===== src/rtl/temp_datapath.sv =====
// temp_datapath: three-stage compare datapath for the temperature controller.
//   S1 captures troom/tref/dt and forms the hysteresis band edges lo/hi,
//   S2 produces the raw decision flags, S3 updates datapath_out.
//   datapath_out = {cool_done, heat_done, need_cool, need_heat}.
// Build option: define TEMP_DP_FILTER_EN to enable the per-flag persistence
// filter; without it datapath_out is simply the raw flags registered at S3.
module temp_datapath #(
   parameter int W      = 7,
   parameter int FILT_N = 3,
   parameter int CNT_W  = 2
) (
   input  logic         clk,
   input  logic         reset,
   input  logic         sample_en,
   input  logic [W-1:0] datapath_in1,
   input  logic [W-1:0] datapath_in2,
   input  logic [W-1:0] datapath_in3,
   output logic [3:0]   datapath_out,
   output logic         out_valid
);

   // Two extra bits: one for the carry of tref+dt, one for the sign of tref-dt.
   localparam int SW = W + 2;

   // The filter counter has to be able to hold FILT_N-1.
   if (FILT_N < 1 || FILT_N > (1 << CNT_W)) begin : g_bad_cfg
      $error("temp_datapath: FILT_N must be >=1 and CNT_W must hold FILT_N-1");
   end

   logic [2:0]            vld_pipe;   // [0] S1 holds a sample, [1] S2, [2] out_valid
   logic [W-1:0]          s1_troom;
   logic [W-1:0]          s1_tref;
   logic signed [SW-1:0]  s1_lo;
   logic signed [SW-1:0]  s1_hi;
   logic [3:0]            s2_raw;
   logic signed [SW-1:0]  troom_s;
   logic signed [SW-1:0]  tref_s;

   assign out_valid = vld_pipe[2];
   assign troom_s   = $signed({2'b00, s1_troom});
   assign tref_s    = $signed({2'b00, s1_tref});

   // Valid shift register; reset drops every sample in flight.
   always_ff @(posedge clk or posedge reset) begin
      if (reset) vld_pipe <= '0;
      else       vld_pipe <= {vld_pipe[1:0], sample_en};
   end

   // S1: capture operands and form the band edges; the widened signed math never wraps.
   always_ff @(posedge clk or posedge reset) begin
      if (reset) begin
         s1_troom <= '0;
         s1_tref  <= '0;
         s1_lo    <= '0;
         s1_hi    <= '0;
      end else if (sample_en) begin
         s1_troom <= datapath_in1;
         s1_tref  <= datapath_in2;
         s1_lo    <= $signed({2'b00, datapath_in2}) - $signed({2'b00, datapath_in3});
         s1_hi    <= $signed({2'b00, datapath_in2}) + $signed({2'b00, datapath_in3});
      end
   end

   // S2: raw flags; lo<=hi always, so need_heat and need_cool cannot both be set.
   always_ff @(posedge clk or posedge reset) begin
      if (reset) begin
         s2_raw <= '0;
      end else if (vld_pipe[0]) begin
         s2_raw[0] <= troom_s <  s1_lo;
         s2_raw[1] <= troom_s >  s1_hi;
         s2_raw[2] <= troom_s >= tref_s;
         s2_raw[3] <= troom_s <= tref_s;
      end
   end

`ifdef TEMP_DP_FILTER_EN
   logic [3:0][CNT_W-1:0] cnt;
   logic [3:0]            blocked;

   // A need_heat/need_cool rise waits while the opposite filtered flag is still set.
   assign blocked = {2'b00, s2_raw[1] & datapath_out[0], s2_raw[0] & datapath_out[1]};

   // S3: persistence filter. A flag changes only after FILT_N consecutive
   // disagreeing samples; a blocked rise keeps its counter parked at the
   // threshold so it takes effect on the next disagreeing sample.
   always_ff @(posedge clk or posedge reset) begin
      if (reset) begin
         datapath_out <= '0;
         cnt          <= '0;
      end else if (vld_pipe[1]) begin
         for (int i = 0; i < 4; i++) begin
            if (s2_raw[i] == datapath_out[i]) begin
               cnt[i] <= '0;
            end else if (cnt[i] == CNT_W'(FILT_N - 1)) begin
               if (!blocked[i]) begin
                  datapath_out[i] <= s2_raw[i];
                  cnt[i]          <= '0;
               end
            end else begin
               cnt[i] <= cnt[i] + 1'b1;
            end
         end
      end
   end
`else
   // S3: unfiltered, the raw flags go straight to the output register.
   always_ff @(posedge clk or posedge reset) begin
      if (reset)            datapath_out <= '0;
      else if (vld_pipe[1]) datapath_out <= s2_raw;
   end
`endif

endmodule


===== config.mk =====
export PLATFORM = sky130hd
export DESIGN_NAME = temp_datapath
export DESIGN_NICKNAME = d
export VERILOG_FILES = /design/src/rtl/temp_datapath.sv
export SDC_FILE = /design/constraint.sdc
export NUM_CORES = 1
export LEC_CHECK = 0
export CAP_MARGIN = 10
export CORE_ASPECT_RATIO = 0.7
export CORE_MARGIN = 3
export CORE_UTILIZATION = 55
export CTS_CLUSTER_SIZE = 28
export DETAILED_ROUTE_END_ITERATION = 12
export HOLD_SLACK_MARGIN = 0.06
export PLACE_DENSITY_LB_ADDON = 0.1
export REMOVE_ABC_BUFFERS = 1
export SLEW_MARGIN = 5
export SYNTH_ARGS = -nofsm -noshare
export SYNTH_HDL_FRONTEND = slang
export SYNTH_SLANG_ARGS = --single-unit

===== constraint.sdc =====
create_clock -name clk -period 1.71 [get_ports clk]
set_input_delay 0.171 -clock clk [delete_from_list [all_inputs] [get_ports clk]]
set_output_delay 0.171 -clock clk [all_outputs]
set_load 0.005 [all_outputs]

==> results.md, run 1 <==
- Cell area after synthesis: between 2000 and 2500 sq um
- Total Routed Length: about 5600 um
- Seq/Total Area, Yosys: between 40 and 50%
- H-tree depth: 2
- Root buf cell: clkbuf_8
- Crit Reg-Reg Startpoint: s1_troom[1]
- IR drop worst, VDD: around 560 uV
- Number of synthesized flops with an enable pin: 0
- Req. time, crit path: 1.91 ns
- Commonest non-fill, non-tap cells in the layout: dfrtp_1 (39), inv_1 (35), ha_1 (28)
- Critical path, cell by cell: clkdlybuf4s50_1, ha_4, or3_1, o2111ai_2, a21oi_2, o31ai_2
- Area leader, netlist: dfrtp_1
- Global-route wire length before repair: 9120 um
- TritonCTS sink count: 40
- Final Max Tran Viols: 0
- Clock buffer count from CTS: 5
- Die width: 86.0 um
- Final instance area: roughly 3200 sq um
- Overall Global Routing Usage: between 20% and 30%
- Synth async-reset ratio: 100%
- Comb pwr share: about a third
- 1st-iter DRT viols: between 100 and 150
- Count of cell types in the netlist: 43
- Fill cells: 293
- Synth top area share: between 40% and 50%
- Clock Power Share: around 23%
- GPL Wtd Cong: a little over 0.8
- P_int: 1810 uW
- Layout area overhead: 29.5%
- Final Power: between 2000 and 3000 uW
- CTS clk-pin slew, worst paths: 0.08 ns
- CP Launch Type: input port
- Die area: about 5300 sq um
- GRT Residual Overflow: 0
- Detailed placer's ending HPWL: between 4000 and 5000 um
- CTS tree: built
- Flop pwr share: between 40 and 50%
- Ranking of synthesized cells by area: dfrtp_1 (41%), ha_1 (17%), inv_1 (5.6%)
- Slowest cell on the critical path: clkdlybuf4s50_1
- Via count: a little under 2000
- Initial antenna violation count: 0
- Setup crit end kind: flip-flop
- Hold buffer count at CTS: 0
- Clock Skew: between 0.007 and 0.008 ns
- Fin worst setup slack: -0.0213 ns
- Prevailing post-synth register cell: dfrtp_1
- Hold WC Path Type: input port to async pin
- Crit path arrival time: approximately 1.9 ns
- Max-Cap Viols: 0
- Power Density: around 820 nW/um^2
- Rel. slew slack: 66.8%
- Critical Path Fanout Max: 3
- Rows: 19
- Remaining DRCs: 0
- Setup TNS: -0.0213 ns
- Post-route ant nets: 0
- Proportion of layout cells with a drive suffix above 1: between 20% and 30%
- Fmax achieved: about 580 MHz
- Most common cell after layout, fill and taps aside: dfrtp_1
- Psw: approximately 800 uW
- Die Ht: just over 60 um
- NumNets Final: approximately 370
- Failing checks: negative setup slack
- Leakage: 0.00151 uW
- Unrepaired setup endpoints after global routing: yes
- Switch share: slightly above 30%
- Routed WL per cell: 15.6 um
- Worst-Margin Slew: approximately 0.5 ns
- Final Hold Vio Count: 0
- Core ar.: between 4000 and 5000 sq um
- Gate Count Post-Synth: between 200 and 300
- Vias in the first global route: 1952
- IO Count: 29
- Critical path class: input port to flip-flop
- Status: complete, but fails checks
- Period utilization: 101%
- Largest net degree at the start of global routing: between 40 and 50
- Post-route minimum period: approximately 1.7 ns
- #FFs+latches synth: 40
- Place WS: -0.565 ns
- Vias per cell: ~5.5
- Syn Area/Cell: 9.86 sq um
- Setup violators final: 1
- Max clock buf depth: 2
- Port Buffers: 28
- Clock latency on the worst-skew pair: 0.29 ns
- Initial Utilization: about three fifths
- Critical Path Max Stage Delay: around 0.55 ns
- Ys Warns: 0
- Worst Setup SP: datapath_in2[4]
- TritonRoute pass-1 iters: 4
- Post-DP Area: roughly 3000 sq um
- Antenna Cells: 0
## state kept, by name, indices dropped and copies added (netlist names)
name	flops
datapath_out	4
s1_hi	8
s1_lo	7
s1_tref	7
s1_troom	7
s2_raw	4
vld_pipe	3
## worst max-delay path: cells and delay by family
| kind | cells | cell delay (ns) |
|---|---|---|
| simple gates | 1 | 0.39 |
| compound gates | 3 | 0.59 |
| buf+inv | 1 | 0.55 |
| fa+ha+maj | 1 | 0.24 |
## final timing paths
kind	end	slack, ns	cells after the start
setup / recovery	s1_hi[7]	-0.02	6
hold / removal	s1_troom[1]	0.30	3
setup reg to reg	s2_raw[1]	0.04	7
hold reg to reg	s1_lo[4]	0.49	1
max in group asynchronous	s1_troom[1]	1.05	3
min in group clk	s1_tref[0]	0.30	2
## cells by family (layout without fill, tap and decap cells)
| logic type | Yosys count | in the layout | synth area share (%) |
|---|---|---|---|
| mux | 12 | 12 | 5.43 |
| fa+ha+maj | 36 | 36 | 18.9 |
| compound gates | 63 | 63 | 16.6 |
| xor+xnor | 5 | 5 | 1.78 |
| simple gates | 49 | 49 | 9.44 |
| flops | 40 | 40 | 40.6 |
| buf+inv | 45 | 101 | 7.25 |
## cell type report
type	instances	area, sq um	share of cell area (%)
well taps	52	65.1	2.04
inverters	38	143	4.47
repair buffers	56	497	15.6
clock inverters	1	5.00	0.157
multi-input cells	165	1410	44.1
clock buffers	6	72.6	2.27
flip-flops and latches	40	1000	31.4
## metal layers
| metal | vias up | track usage, % | part of all wire, % |
|---|---|---|---|
| met3 | 2 | 4.74 | 4.1 |
| li1 | 973 | - | - |
| met5 | - | 0 | 0 |
| met2 | 41 | 38.0 | 47 |
| met1 | 946 | 30.3 | 48 |
| met4 | 0 | 4.29 | 0.16 |
## metrics by stage
stage          util [%]  hold slack [ns]  std cells
3_3_place_gp       72.0            0.469        346
3_5_place_dp       72.0            0.475        346
5_1_grt            77.7            0.319        358
2_1_floorplan         -            0.202        243
6_report           77.7            0.299        358
4_1_cts            76.1            0.297        355
## Yosys cell counts (3+ instances only)
library cell,n
a21o_1,3
a21oi_1,19
buf_1,3
dfrtp_1,40
ha_1,34
inv_1,37
mux2_2,11
nand2_1,11
nand2b_1,3
nand3_1,3
nand4_1,4
nor2_1,17
nor2b_1,3
nor3_1,3
o211ai_1,4
o21ai_0,17
xnor2_1,4
## power by group through the flow
| stage | Sequential (uW) | Clock [uW] | Combinational, uW |
|---|---|---|---|
| after global placement | 1170 | 0 | 752 |
| after CTS | 1160 | 604 | 821 |
| after detailed placement | 1180 | 0 | 780 |
| after global routing | 1180 | 633 | 967 |
| after floorplan | 1160 | 0 | 465 |
| final | 1160 | 589 | 865 |
## what timing repair did
item | CTS | global route
hold endpoints to repair | 0 | 0
buffers inserted | 2 | 3
gates resized for setup | 19 | 7
pin swaps | 10 | 3
setup endpoints to repair | 6 | 8
Power figures use the tool's default switching activity.
==> inputs of run 2 (changes only) <==
--- a/config.mk
+++ b/config.mk
@@ -14,7 +14,6 @@
 export HOLD_SLACK_MARGIN = 0.06
 export PLACE_DENSITY_LB_ADDON = 0.1
 export REMOVE_ABC_BUFFERS = 1
-export SLEW_MARGIN = 5
 export SYNTH_ARGS = -nofsm -noshare
 export SYNTH_HDL_FRONTEND = slang
 export SYNTH_SLANG_ARGS = --single-unit
==> results of run 2 <==
The final DEF is identical to that of run 1; final timing and power are the same.
